File: src/rtl/tree_pkg.sv
// Shared types for the schema node tree and its transmit-side field id encoder.
package tree_pkg;

  localparam int DEF_FIELD_W = 8;
  localparam int DEF_DEPTH_W = 3;

  typedef enum logic [1:0] {
    TOK_LEAF  = 2'd0,
    TOK_OPEN  = 2'd1,
    TOK_CLOSE = 2'd2,
    TOK_END   = 2'd3
  } tok_kind_e;

  typedef enum logic [1:0] {
    ST_IDLE,
    ST_CLOSE,
    ST_EMIT,
    ST_FLUSH
  } enc_state_e;

  typedef struct packed {
    logic [DEF_FIELD_W-1:0] field_id;
    logic [DEF_DEPTH_W-1:0] depth;
    logic                   is_parent;
    logic                   last;
  } node_rec_t;

endpackage

File: src/rtl/id_stack.sv
// LIFO of open parent field ids; top_o is the most recently pushed id.
module id_stack #(
  parameter int FIELD_W   = 8,
  parameter int MAX_DEPTH = 8,
  parameter int SP_W      = 4
) (
  input  logic               clk_i,
  input  logic               reset_i,
  input  logic               push_i,
  input  logic               pop_i,
  input  logic [FIELD_W-1:0] push_id_i,
  output logic [FIELD_W-1:0] top_o,
  output logic [SP_W-1:0]    sp_o
);

  localparam int IDX_W = (MAX_DEPTH > 1) ? $clog2(MAX_DEPTH) : 1;

  logic [FIELD_W-1:0] mem [MAX_DEPTH];
  logic [SP_W-1:0]    sp_q;
  logic [SP_W-1:0]    sp_dec;

  assign sp_dec = sp_q - SP_W'(1);
  assign top_o  = mem[sp_dec[IDX_W-1:0]];
  assign sp_o   = sp_q;

  always_ff @(posedge clk_i or negedge reset_i) begin
    if (!reset_i) begin
      sp_q <= '0;
    end else if (push_i) begin
      sp_q <= sp_q + SP_W'(1);
    end else if (pop_i) begin
      sp_q <= sp_dec;
    end
  end

  // Entries are never read at or above sp, so storage needs no reset.
  always_ff @(posedge clk_i) begin
    if (push_i) begin
      mem[sp_q[IDX_W-1:0]] <= push_id_i;
    end
  end

  a_no_push_pop: assert property (@(posedge clk_i) disable iff (!reset_i) !(push_i && pop_i));
  a_no_underflow: assert property (@(posedge clk_i) disable iff (!reset_i) pop_i |-> (sp_q != '0));
  a_no_overflow: assert property (@(posedge clk_i) disable iff (!reset_i) push_i |-> (sp_q != SP_W'(MAX_DEPTH)));

endmodule

File: src/rtl/field_id_encoder.sv
// Serialises schema node records into OPEN/LEAF/CLOSE/END field id tokens.
module field_id_encoder
  import tree_pkg::*;
#(
  parameter int FIELD_W   = DEF_FIELD_W,
  parameter int DEPTH_W   = DEF_DEPTH_W,
  parameter int MAX_DEPTH = 2**DEPTH_W
) (
  input  logic               clk_i,
  input  logic               reset_i,
  input  logic               node_valid_i,
  output logic               node_rdy_o,
  input  logic [FIELD_W-1:0] node_field_id_i,
  input  logic [DEPTH_W-1:0] node_depth_i,
  input  logic               node_is_parent_i,
  input  logic               node_last_i,
  output logic               tok_valid_o,
  input  logic               tok_rdy_i,
  output logic [1:0]         tok_kind_o,
  output logic [FIELD_W-1:0] tok_field_id_o,
  output logic [DEPTH_W-1:0] tok_depth_o,
  output logic [DEPTH_W:0]   depth_o,
  output logic               err_o
);

  localparam int SP_W = DEPTH_W + 1;
  localparam logic [SP_W-1:0] SP_MAX = SP_W'(MAX_DEPTH);

  enc_state_e         state_q;
  tok_kind_e          tok_kind_q;
  logic [FIELD_W-1:0] pend_id;
  logic [DEPTH_W-1:0] pend_depth;
  logic               pend_parent;
  logic               pend_last;

  logic [SP_W-1:0]    sp;
  logic [SP_W-1:0]    sp_dec;
  logic [SP_W-1:0]    node_depth_x;
  logic [FIELD_W-1:0] top_id;
  logic [FIELD_W-1:0] push_id;
  logic               slot_free;
  logic               accept;
  logic               node_err;
  logic               node_match;
  logic               push;
  logic               pop;

  assign slot_free    = !tok_valid_o || tok_rdy_i;
  assign node_rdy_o   = reset_i && (state_q == ST_IDLE) && slot_free;
  assign accept       = node_valid_i && node_rdy_o;
  assign node_depth_x = {1'b0, node_depth_i};
  assign sp_dec       = sp - SP_W'(1);
  assign node_err     = (node_depth_x > sp) ||
                        (node_is_parent_i && (node_depth_x == sp) && (sp == SP_MAX));
  assign node_match   = (node_depth_x == sp);

  assign push    = (accept && !node_err && node_match && node_is_parent_i) ||
                   ((state_q == ST_EMIT) && slot_free && pend_parent);
  assign push_id = (state_q == ST_EMIT) ? pend_id : node_field_id_i;
  assign pop     = slot_free && ((state_q == ST_CLOSE) || ((state_q == ST_FLUSH) && (sp != '0)));

  assign tok_kind_o = tok_kind_q;
  assign depth_o    = sp;

  id_stack #(
    .FIELD_W  (FIELD_W),
    .MAX_DEPTH(MAX_DEPTH),
    .SP_W     (SP_W)
  ) u_stack (
    .clk_i    (clk_i),
    .reset_i  (reset_i),
    .push_i   (push),
    .pop_i    (pop),
    .push_id_i(push_id),
    .top_o    (top_id),
    .sp_o     (sp)
  );

  always_ff @(posedge clk_i or negedge reset_i) begin
    if (!reset_i) begin
      state_q        <= ST_IDLE;
      tok_valid_o    <= 1'b0;
      tok_kind_q     <= TOK_LEAF;
      tok_field_id_o <= '0;
      tok_depth_o    <= '0;
      err_o          <= 1'b0;
      pend_id        <= '0;
      pend_depth     <= '0;
      pend_parent    <= 1'b0;
      pend_last      <= 1'b0;
    end else begin
      // A consumed token drops valid unless a new one is loaded below.
      if (tok_rdy_i) begin
        tok_valid_o <= 1'b0;
      end
      unique case (state_q)
        ST_IDLE: begin
          if (accept) begin
            if (node_err) begin
              err_o <= 1'b1;
            end else if (node_match) begin
              tok_valid_o    <= 1'b1;
              tok_kind_q     <= node_is_parent_i ? TOK_OPEN : TOK_LEAF;
              tok_field_id_o <= node_field_id_i;
              tok_depth_o    <= node_depth_i;
              state_q        <= node_last_i ? ST_FLUSH : ST_IDLE;
            end else begin
              pend_id     <= node_field_id_i;
              pend_depth  <= node_depth_i;
              pend_parent <= node_is_parent_i;
              pend_last   <= node_last_i;
              state_q     <= ST_CLOSE;
            end
          end
        end
        ST_CLOSE: begin
          if (slot_free) begin
            tok_valid_o    <= 1'b1;
            tok_kind_q     <= TOK_CLOSE;
            tok_field_id_o <= top_id;
            tok_depth_o    <= sp_dec[DEPTH_W-1:0];
            if (sp_dec == {1'b0, pend_depth}) begin
              state_q <= ST_EMIT;
            end
          end
        end
        ST_EMIT: begin
          if (slot_free) begin
            tok_valid_o    <= 1'b1;
            tok_kind_q     <= pend_parent ? TOK_OPEN : TOK_LEAF;
            tok_field_id_o <= pend_id;
            tok_depth_o    <= pend_depth;
            state_q        <= pend_last ? ST_FLUSH : ST_IDLE;
          end
        end
        ST_FLUSH: begin
          if (slot_free) begin
            tok_valid_o <= 1'b1;
            if (sp != '0) begin
              tok_kind_q     <= TOK_CLOSE;
              tok_field_id_o <= top_id;
              tok_depth_o    <= sp_dec[DEPTH_W-1:0];
            end else begin
              tok_kind_q     <= TOK_END;
              tok_field_id_o <= '0;
              tok_depth_o    <= '0;
              state_q        <= ST_IDLE;
            end
          end
        end
        default: state_q <= ST_IDLE;
      endcase
    end
  end

endmodule

File: config.mk
export PLATFORM = sky130hd
export DESIGN_NAME = field_id_encoder
export DESIGN_NICKNAME = d
export VERILOG_FILES = /design/src/rtl/tree_pkg.sv /design/src/rtl/id_stack.sv /design/src/rtl/field_id_encoder.sv
export SDC_FILE = /design/constraint.sdc
export NUM_CORES = 1
export LEC_CHECK = 0
export CORE_AREA = 2 2 91 93
export CTS_CLUSTER_DIAMETER = 120
export DETAILED_ROUTE_END_ITERATION = 12
export DIE_AREA = 0 0 93 95
export PLACE_DENSITY = 0.79
export SLEW_MARGIN = 5
export SYNTH_ARGS = -nofsm -noshare
export SYNTH_HDL_FRONTEND = slang
export SYNTH_SLANG_ARGS = --single-unit
File: constraint.sdc
create_clock -name clk_i -period 3.75 [get_ports clk_i]
set_input_delay 1.125 -clock clk_i [delete_from_list [all_inputs] [get_ports clk_i]]
set_output_delay 1.125 -clock clk_i [all_outputs]
set_load 0.02 [all_outputs]
==> results_dict.tcl <==
set metrics [dict create \
    finalMaxSlewViolations 0 \
    grt_pass1_vias 2576 \
    die_area_um2 8840 \
    viasPerCell 5.73 \
    rows 33 \
    path_clk_slew_ps 90 \
    tightest_slew_ps 958 \
    critPathMostFrequentCell "clkdlybuf4s50_1" \
    skew_ps 10.7 \
    n_antenna_cell 0 \
    cts_buffers 9 \
    pin_count 37 \
    synth_top_area_share_pct 43.1 \
    ys_seq_area_share_pct 62.2 \
    min_from "err_o$_DFFE_PN0P_" \
    initial_core_util_pct 56.3 \
    cts_hold_buf 0 \
    layoutNonFillerInstCount 456 \
    netlist_top_cells_area "edfxtp_1 43%, dfrtp_1 19%, mux4_2 8.1%" \
    finalPower_mw 4.13 \
    synthFlopType "edfxtp_1" \
    relSlewSlack_pct 36.1 \
    grt.total_usage_pct 20.3 \
    layout.nets 369 \
    post-place-cells 440 \
    num_vias 2611 \
    worstRegToRegCells 8 \
    synth_edf_count 64 \
    antenna_found_initial 0 \
    synthArstFlopShare_pct 34.7 \
    hold_depth 1 \
    endpoint_kind "primary output" \
    areaGrowthSynthToFinish_pct 15.4 \
    synth_cells 300 \
    status "finished, final reports clean" \
    drt_iter0_drc 138 \
    final_area_um2 5150 \
    drc 0 \
    wire_per_inst_um 18.2 \
    path_cells "clkdlybuf4s50_1 > nand2b_1 > and3_1 > clkdlybuf4s50_1" \
    period_share_pct 96.0 \
    placedInstanceArea_um2 4970 \
    antenna_left 0 \
    cp.required_ps 2620 \
    drive_above_1_share_pct 19.4 \
    cp.arrival_ps 2470 \
    cts_buffer_depth 2 \
    cap_violations 0 \
    worstReg2RegStart "u_stack.sp_o[2]$_DFFE_PN0P_" \
    die_w_um 93 \
    rsz0062_at_grt "false" \
    hold_class "register to register" \
    worst_setup_path_start_kind "primary input" \
    post-dp-hpwl_mm 6.12 \
    setup_slack_ps 150 \
    finalCriticalPeriod_ps 3600 \
    yosys_register_bits 98 \
    core_um2 7930 \
    overflow 0 \
    r2r_setup_slack_ps 950 \
    postCtsSetupBuffers 0 \
    cpMaxStageDelayCell "clkdlybuf4s50_1" \
    post_cts_resized 0 \
    hold-path-endpoint "err_o$_DFFE_PN0P_" \
    finalSetupViolCount 0 \
    r2r_end "u_stack.mem[3][0]$_DFFE_PP_" \
    dr.pass1.iters 4 \
    fmax_mhz 278 \
    die_y_um 95 \
    tns_ps 0 \
    ys_warn_count 0 \
    critPathMaxFanout 2 \
    cts_tree "done" \
    synth_cell_types 52 \
    h-tree-depth 3 \
    portBuffers 36 \
    syn_area_per_cell_um2 14.9 \
    cpPeakStageDelay_ps 590 \
    grt_pass1_wl_mm 13.4 \
    insertion_delay_ps 360 \
    grt_start_max_net_pins 35 \
    critical_path_class "primary input to primary output" \
    syn_nets 323 \
    root_buffer "clkbuf_8" \
    powerDensity_nw_per_um2 802 \
    synthTopCellsByCount "64 x edfxtp_1, 34 x dfrtp_1, 21 x o21ai_1, 19 x nand2_1, 16 x mux4_2" \
    cts_sinks 98 \
    finalHoldViolations 0 \
    synth_top_area_cell "edfxtp_1" \
    syn-cell-area_um2 4460 \
    wl_mm 8.31 \
    synth_most_common_cell "edfxtp_1" \
    vdd_ir_drop_max_uv 355 \
    detailedPlace.worstSlack_ps 137 \
    p_leak_nw 1.88 \
    routabilityCongestion 0.787 \
]
how the worst max path moves through the flow:
stage	slack (ps)	start	depth (start not counted)	to
after floorplan	580	node_depth_i[0]	7	u_stack.mem[1][0]$_DFFE_PP_
after global placement	170	tok_rdy_i	4	node_rdy_o
after detailed placement	140	node_depth_i[0]	9	u_stack.mem[5][1]$_DFFE_PP_
after CTS	140	tok_rdy_i	4	node_rdy_o
after global routing	100	tok_rdy_i	4	node_rdy_o
final	150	tok_rdy_i	4	node_rdy_o
layout by cell type (no fill, tap or decap), types with 2 or more instances in the layout:
cell type and count:
edfxtp_1 64, clkdlybuf4s50_1 35, dfrtp_1 34, o21ai_1 21, nand2_1 19, buf_4 17
mux4_2 16, mux2_1 13, nor2b_1 11, o22ai_1 10, nor3_1 9, mux2i_1 9
clkbuf_8 9, mux2_2 8, nor2_1 8, inv_1 7, xnor2_1 7, ha_1 6
a21oi_1 4, o21ai_0 3, clkinv_4 3, nand2b_1 2, a21o_1 2, a22oi_1 2
logic make-up after synthesis:
family	count (synthesis)	synth area share (%)
compound gates	58	8.67
xor+xnor	8	1.99
fa+ha+maj	6	1.68
buf+inv	26	3.03
flops	98	62.2
mux	46	15.4
simple gates	58	7.07
power by group:
group	switching [mW]	internal, mW
clock network	0.369	0.251
registers	0.184	1.39
logic	1.03	0.903
routing by layer:
layer,up-vias,GRT usage [%],wire length (µm)
li1,1239,-,-
met1,1291,28.7,3860
met2,72,31.6,3960
met3,9,4.95,397
met4,0,5.64,91
met5,-,0,0
registers in the layout (all words and copies together) (netlist names), 2 cells and up:
| register | cells |
|---|---|
| tok_depth_o | 3 |
| u_stack.sp_o | 4 |
| tok_kind_o | 2 |
| u_stack.mem | 64 |
| tok_field_id_o | 8 |
| pend_depth | 3 |
| pend_id | 8 |
| state_q | 2 |
final cells by class:
cell class                      count  area, µm²
Inverter                            8       30.0
Tap cell                          105        131
Fill cell                         561       2780
Sequential cell                    98       2770
Clock inverter                      6       51.3
Clock buffer                       10        128
Multi-Input combinational cell    176       1550
Timing Repair Buffer               53        483
per-stage QoR:
stage,utilization (%),hold slack [ps]
2_1_floorplan,-,474
3_3_place_gp,62.7,458
3_5_place_dp,62.7,468
4_1_cts,64.9,484
5_1_grt,64.9,518
6_report,64.9,477
critical path: cells and delay by family:
family	cells	cell delay, ps
AND/OR/NAND/NOR	2	270
buffers and inverters	2	1070
Note: power is estimated with default switching activity, not from simulation.
